[src/rtl/apb_regfile_slave.sv]
// APB register-file slave: NUM_REGS data registers, wait-state config, ID.
// Wait states come from WAIT_CFG and are captured when each transfer starts.
module apb_regfile_slave #(
   parameter int         PADDR_SIZE = 6,
   parameter int         PDATA_SIZE = 8,
   parameter int         NUM_REGS   = 8,
   parameter logic [7:0] ID_VALUE   = 8'hA5
) (
   input  logic                    PCLK,
   input  logic                    PRESET,
   input  logic                    PSEL,
   input  logic                    PENABLE,
   input  logic                    PWRITE,
   input  logic [2:0]              PPROT,
   input  logic [PADDR_SIZE-1:0]   PADDR,
   input  logic [PDATA_SIZE-1:0]   PWDATA,
   input  logic [PDATA_SIZE/8-1:0] PSTRB,
   output logic [PDATA_SIZE-1:0]   PRDATA,
   output logic                    PREADY,
   output logic                    PSLVERR
);

   localparam int          NB     = PDATA_SIZE / 8;
   localparam logic [31:0] A_WCFG = 32'(NUM_REGS);
   localparam logic [31:0] A_ID   = 32'(NUM_REGS + 1);

   typedef enum logic [1:0] {
      S_IDLE,
      S_SETUP,
      S_ACCESS
   } state_t;

   state_t                r_state;
   logic [3:0]            r_cnt;
   logic                  r_miss;
   logic [3:0]            r_wcfg;
   logic [PDATA_SIZE-1:0] r_data [NUM_REGS];

   logic [31:0]           w_addr;
   logic                  w_done;
   logic                  w_is_data;
   logic                  w_is_wcfg;
   logic                  w_is_id;
   logic                  w_err;
   logic                  w_wr_en;
   logic [PDATA_SIZE-1:0] w_rd;
   logic [PDATA_SIZE-1:0] w_wmask;
   logic                  w_unused;

   assign w_addr    = 32'(PADDR);
   assign w_is_data = (w_addr < A_WCFG);
   assign w_is_wcfg = (w_addr == A_WCFG);
   assign w_is_id   = (w_addr == A_ID);
   assign w_unused  = ^PPROT[2:1];

   // Completion is the only cycle in which the slave drives anything.
   assign w_done  = (r_state == S_ACCESS) && (r_cnt == 4'd0) && !PRESET;
   assign w_wr_en = w_done && PWRITE && !w_err;

   always_comb begin
      w_err = 1'b0;
      if (r_miss)
         w_err = 1'b1;
      else if (PWRITE)
         w_err = !(w_is_data || (w_is_wcfg && PPROT[0]));
      else
         w_err = !(w_is_data || w_is_wcfg || w_is_id);
   end

   always_comb begin
      w_rd = '0;
      if (w_is_wcfg)
         w_rd = PDATA_SIZE'(r_wcfg);
      if (w_is_id)
         w_rd = PDATA_SIZE'(ID_VALUE);
      for (int i = 0; i < NUM_REGS; i++)
         if (w_addr == 32'(i))
            w_rd = r_data[i];
   end

   always_comb begin
      w_wmask = '0;
      for (int b = 0; b < NB; b++)
         w_wmask[b*8 +: 8] = {8{PSTRB[b]}};
   end

   assign PREADY  = w_done;
   assign PSLVERR = w_done && w_err;
   assign PRDATA  = (w_done && !PWRITE && !w_err) ? w_rd : '0;

   always_ff @(posedge PCLK) begin
      if (PRESET) begin
         r_state <= S_IDLE;
         r_cnt   <= 4'd0;
         r_miss  <= 1'b0;
         r_wcfg  <= 4'd0;
         for (int i = 0; i < NUM_REGS; i++)
            r_data[i] <= '0;
      end else begin
         unique case (r_state)
            S_IDLE: begin
               if (PSEL && !PENABLE) begin
                  r_state <= S_SETUP;
                  r_cnt   <= r_wcfg;
                  r_miss  <= 1'b0;
               end else if (PSEL && PENABLE) begin
                  // Missing setup phase: complete at once with an error.
                  r_state <= S_ACCESS;
                  r_cnt   <= 4'd0;
                  r_miss  <= 1'b1;
               end
            end
            S_SETUP: begin
               if (!PSEL)
                  r_state <= S_IDLE;
               else if (PENABLE)
                  r_state <= S_ACCESS;
               else
                  r_cnt <= r_wcfg;
            end
            S_ACCESS: begin
               if (r_cnt == 4'd0)
                  r_state <= S_IDLE;
               else if (!PSEL)
                  r_state <= S_IDLE;
               else
                  r_cnt <= r_cnt - 4'd1;
            end
            default: r_state <= S_IDLE;
         endcase

         if (w_wr_en) begin
            for (int i = 0; i < NUM_REGS; i++)
               if (w_addr == 32'(i))
                  r_data[i] <= (r_data[i] & ~w_wmask)
                             | (PWDATA & w_wmask);
            if (w_is_wcfg)
               r_wcfg <= (r_wcfg & ~w_wmask[3:0])
                       | (PWDATA[3:0] & w_wmask[3:0]);
         end
      end
   end

endmodule

[config.mk]
export PLATFORM = sky130hd
export DESIGN_NAME = apb_regfile_slave
export DESIGN_NICKNAME = d
export VERILOG_FILES = /design/src/rtl/apb_regfile_slave.sv
export SDC_FILE = /design/constraint.sdc
export NUM_CORES = 1
export LEC_CHECK = 0
export CORE_ASPECT_RATIO = 1.1
export CORE_MARGIN = 4
export CORE_UTILIZATION = 25
export CTS_BUF_LIST = sky130_fd_sc_hd__clkbuf_4 sky130_fd_sc_hd__clkbuf_8 sky130_fd_sc_hd__clkbuf_16
export DETAILED_ROUTE_END_ITERATION = 7
export PLACE_DENSITY = 0.5
export SLEW_MARGIN = 20
export SYNTH_ARGS = -nofsm -noshare
export SYNTH_HDL_FRONTEND = slang
export SYNTH_SLANG_ARGS = --single-unit
[constraint.sdc]
create_clock -name PCLK -period 7.78 [get_ports PCLK]
set_input_delay 2.334 -clock PCLK [delete_from_list [all_inputs] [get_ports PCLK]]
set_output_delay 2.334 -clock PCLK [all_outputs]
set_load 0.01 [all_outputs]
## Word-level counts from Yosys, hierarchy flattened

Memory sizes are Yosys's and may differ from the RTL's.
Cells that the tools add are included.
Widths: inputs -> output; s select.

- RAM bits: 64
- Memories: 1
- Input bits: 23
- Register bits: 11
- Word-level logic and storage cells: 154
- Output and inout port bits: 10

- Multiplexer cells: 71
- Bitwise gates (word level): 30
- Add/sub/neg operators: 1
- $lt $le $gt $ge: 1
- Eq/ne operators: 18
- Reductions and logical operators: 28

Memories:

| memory | words | bits a word | rd ports | clocked after Yosys merged registers in | wr ports | RTL line | source |
|---|---|---|---|---|---|---|---|
| r_data | 8 | 8 | 8 | 0 | 8 | 37 | `logic [PDATA_SIZE-1:0] r_data [NUM_REGS];` |

Operator list:

| operator | number |
|---|---|
| $mux 8 | 18 |
| $and 8x8->8 | 9 |
| $or 8x8->8 | 8 |
| $mux 1 | 38 |
| $logic_not 32->1 | 1 |
| $mux 4 | 7 |
| $eq 6x3->1 const B | 4 |
| $eq 6x2->1 const B | 2 |
| $eq 6x4->1 const B | 2 |
| $mux 2 | 6 |
| $pmux 4 s3 | 1 |
| $logic_and 1x1->1 | 10 |
| $and 4x4->4 | 2 |
| $ne 2x2->1 const B | 4 |
| $not 8->8 | 1 |
| $or 1x1->1 | 8 |
| $eq 6x1->1 const B | 1 |
| $logic_not 1->1 | 6 |
| $lt 6x4->1 const B | 1 |
| $ne 3x3->1 const B | 2 |
| $pmux 2 s3 | 1 |
| $reduce_and 6->1 | 1 |
| $logic_not 4->1 | 1 |
| $not 4->4 | 1 |
| other kinds (11) | 14 |

## Depth between registers and ports, before layout

- Depth in word-level cells: 12
- Gate-level depth with buffers: 7
- Depth with buffers taken out: 6

## Worst setup path before layout

OpenSTA, ideal clock, no wires.

- Path kind: input to output
- Start: input PADDR[2]
- End: output PRDATA[0]
- Cell stages on the path: 6
- Path buffers: 2
- Required time: 5446 ps
- Setup slack: 1704 ps
- Arrival time: 3742 ps
- Cells stage by stage: buf_2 > o31ai_1 > a32o_1 > buf_4 > nand3b_4 > nor4_1

- Word-level cells in the longest chain between the ends: 12

Ends and longest elaborated chain:

| what | RTL line | source |
|---|---|---|
| from (decl) | 15 | `input logic [PADDR_SIZE-1:0] PADDR,` |
| $eq 6x4->1 | 52 | `assign w_is_wcfg = (w_addr == A_WCFG);` |
| $mux 4 | 72 | `if (w_is_wcfg)` |
| $mux 8 | 74 | `if (w_is_id)` |
| $mux 8 (8 in a row) | 77 | `if (w_addr == 32'(i))` |
| $mux 8 * | 89 | `assign PRDATA = (w_done && !PWRITE && !w_err) ? w_rd : '0;` |
| to (decl) | 18 | `output logic [PDATA_SIZE-1:0] PRDATA,` |

Every way passes the cells marked *; elsewhere a longest branch is shown, timed or not.

## Worst setup path in the final report

- Start: input PADDR[2]
- End: output PRDATA[2]

The elaborated chain is that of the path after synthesis.

==> out/qor.yml <==
n_antenna_cell: 0
cts_sinks: 75
worstSkewPairLatency_ns: 0.34
syn_avg_cell_area_um2: 10.18
cts_tree: "built"
io_buffers: 30
via_per_inst: 5.029
critical_path_class: "input pin to primary output"
met3_usage_pct: 2.605
peakVddDrop_mv: 0.09153
ys_seq_elements: 75
grt_use_met1_pct: 17.68
netlist.area_leader.share_pct: 43.11
status: "finished, final reports clean"
yosys.area.top_type: "edfxtp_1"
grt_overflow_total: 0
cp-end-kind: "primary output"
areaGrowthSynthToFinish_pct: 18.47
rr_endpoint: "r_data[1][14]"
synth_compound_area_share_pct: 18.36
rows: 50
ys_seq_area_share_pct: 48.05
grt_use_total_pct: 13.16
synth-simple-area-share_pct: 22.96
die_area_um2: 20030
muxShareOfSynthArea_pct: 5.305
fp.dieW_um: 135.3
clockRootBuffer: "clkbuf_16"
vias: 3515
grt_pass1_vias: 3543
grt-busiest-layer: "met2"
maxCapViolCount: 0
synth_edf_count: 64
synth.area.top_cells: "edfxtp_1 (43%), nand2b_1 (9.7%), a21oi_1 (8.5%), dfxtp_1 (4.9%), nand2_1 (2.4%)"
regToRegSetupSlack_ns: 4.93
critPathMaxFanout: 8
first_pass_iters: 5
tightestPinTransition_ns: 0.5617
placed_cells: 683
fin_skew_ns: 0.004358
synth_top_family_by_area: "simple AND/OR/NAND/NOR gates"
synth_ff_type: "edfxtp_1"
ys_types: 61
yosys.area_share.adder_pct: 1.403
fin_crit_sh_pct: 93.21
coreArea_um2: 17270
syn_inst: 438
rsz0062_at_grt: "false"
yosysWarnings: 0
ant_nets: 0
grt_max_degree: 55
layout-drive-gt1-share_pct: 11.18
slew_headroom_pct: 62.56
fin_nets: 488
setup_tns_ns: 0
cp.arrival_ns: 4.92
cts_resized: 0
grt_pass1_wl_um: 20340
hold_viol_final: 0
wl_per_cell_um: 18.46
hold_path_class: "register to register"
h-tree-depth: 3
max_freq_ghz: 0.1379
p_per_area_nw_per_um2: 185.1
async_flop_share_pct: 0
leakage_uw: 0.001808
synth.cell_area_um2: 4458
start_kind: "input pin"
final_cells: 699
cts_inserted_buffers: 9
cp-startpoint: "PADDR[2]"
synth_nets: 466
synthXorXnorAreaFrac_pct: 0.3929
io_pins: 33
drt-initial-drc-count: 249
drcViolationCount: 0
r2r_start: "r_state[0]"
start_util_pct: 25.82
final-setup-viol-count: 0
drv_slew: 0
fin_util_pct: 30.59
wl_um: 12900
hold_buffers: 0
grtUsageMet2_pct: 21.39
die_height_um: 148.1
required_ns: 5.45
dp_hpwl_um: 8880
r2r.worst_path.cells: 6
crit_path_end: "PRDATA[2]"
gp_congestion: 0.7910
min_period_ns: 7.251
cts_buffer_depth: 2
post_cts_buffers: 0
clk_pin_slew_worst_paths_ns: 0.06
grt_antenna_before_repair: 0
[flip-flops by register name, indices dropped and copies added, names as in the netlist, named ones only]
name,count
r_data,64
r_cnt,4
r_miss,1
r_state,2
[synthesized netlist by cell type, types with 3 or more instances]
library cell  instances
mux2_2                7
a22oi_1               5
buf_2                 8
a2bb2oi_1             3
a211oi_1              8
dfxtp_1              11
nor2b_1               8
a221oi_1              4
o21ai_0              11
nand4_1               5
and3_1                4
mux4_2                3
o311ai_0              4
or4_1                 3
buf_4                 3
nand2b_1             69
nor3_1                7
nand2_1              28
o22ai_1               5
edfxtp_1             64
nand3_1               5
clkbuf_1             15
nand4_2               5
mux2i_1               9
inv_1                 6
nand3b_1              3
a21oi_1              76
nor2_1               13
ha_1                  5
[critical path: stages]
cell and delay [ns]:
clkdlybuf4s50_1 0.68, or4b_1 0.63, o22a_1 0.26, a221oi_1 0.39, clkdlybuf4s50_1 0.62
[worst min path at each step]
stage             start  endpoint  slack [ns]  depth (start not counted)
2_1_floorplan    r_miss    r_miss        0.45                          2
3_3_place_gp   r_cnt[1]  r_cnt[1]        0.48                          2
3_5_place_dp     r_miss    r_miss        0.48                          2
4_1_cts          r_miss    r_miss        0.49                          2
5_1_grt          r_miss    r_miss        0.52                          2
6_report         r_miss    r_miss        0.49                          2
[logic make-up after synthesis]
family,after synthesis
mux,19
flops,75
simple gates,166
buf+inv,36
fa+ha+maj,5
compound gates,135
xor+xnor,2
[final cells by class]
type	count	area (um^2)
multi-input cells	327	2158
clock buffers	9	225.2
inverters	7	26.28
clock inverters	7	53.80
repair buffers	40	382.9
well taps	234	292.8
flip-flops and latches	75	2142
fillers	1810	11990
[through the flow]
step                      power, uW  area (um^2)  hold WS, ns  setup WS (ns)
final                         977.4         5281       0.4948         0.5285
after global routing           1018         5281       0.5215         0.3973
after CTS                     985.4         5281       0.4929         0.5169
after detailed placement      589.0         5002       0.4815         0.5266
after global placement        587.3         5002       0.4759         0.5094
after floorplan               546.5         4458       0.4504          1.704
[routing by layer]
metal	part of all wire [%]	up-vias
met5	0	-
met2	49	56
met1	47	1756
met4	1.7	0
met3	2.4	15
li1	-	1688
[power breakdown]
group	internal, uW	leakage [uW]	switching [uW]
clock network	217	0.000128	178
registers	453	0.000748	10.1
logic	48.0	0.000932	70.7
total	718	0.00181	259
[cell usage in the layout, fill, tap and decap left out, types with 8 or more instances in the layout]
cell type,instances
clkbuf_16,9
a21oi_1,76
clkdlybuf4s50_1,29
a211oi_1,8
mux2i_1,9
nand2b_1,69
buf_4,9
dfxtp_1,11
nand2_1,28
o21ai_0,11
nor2_1,13
nor2b_1,8
edfxtp_1,64
Power figures use the tool's default switching activity.
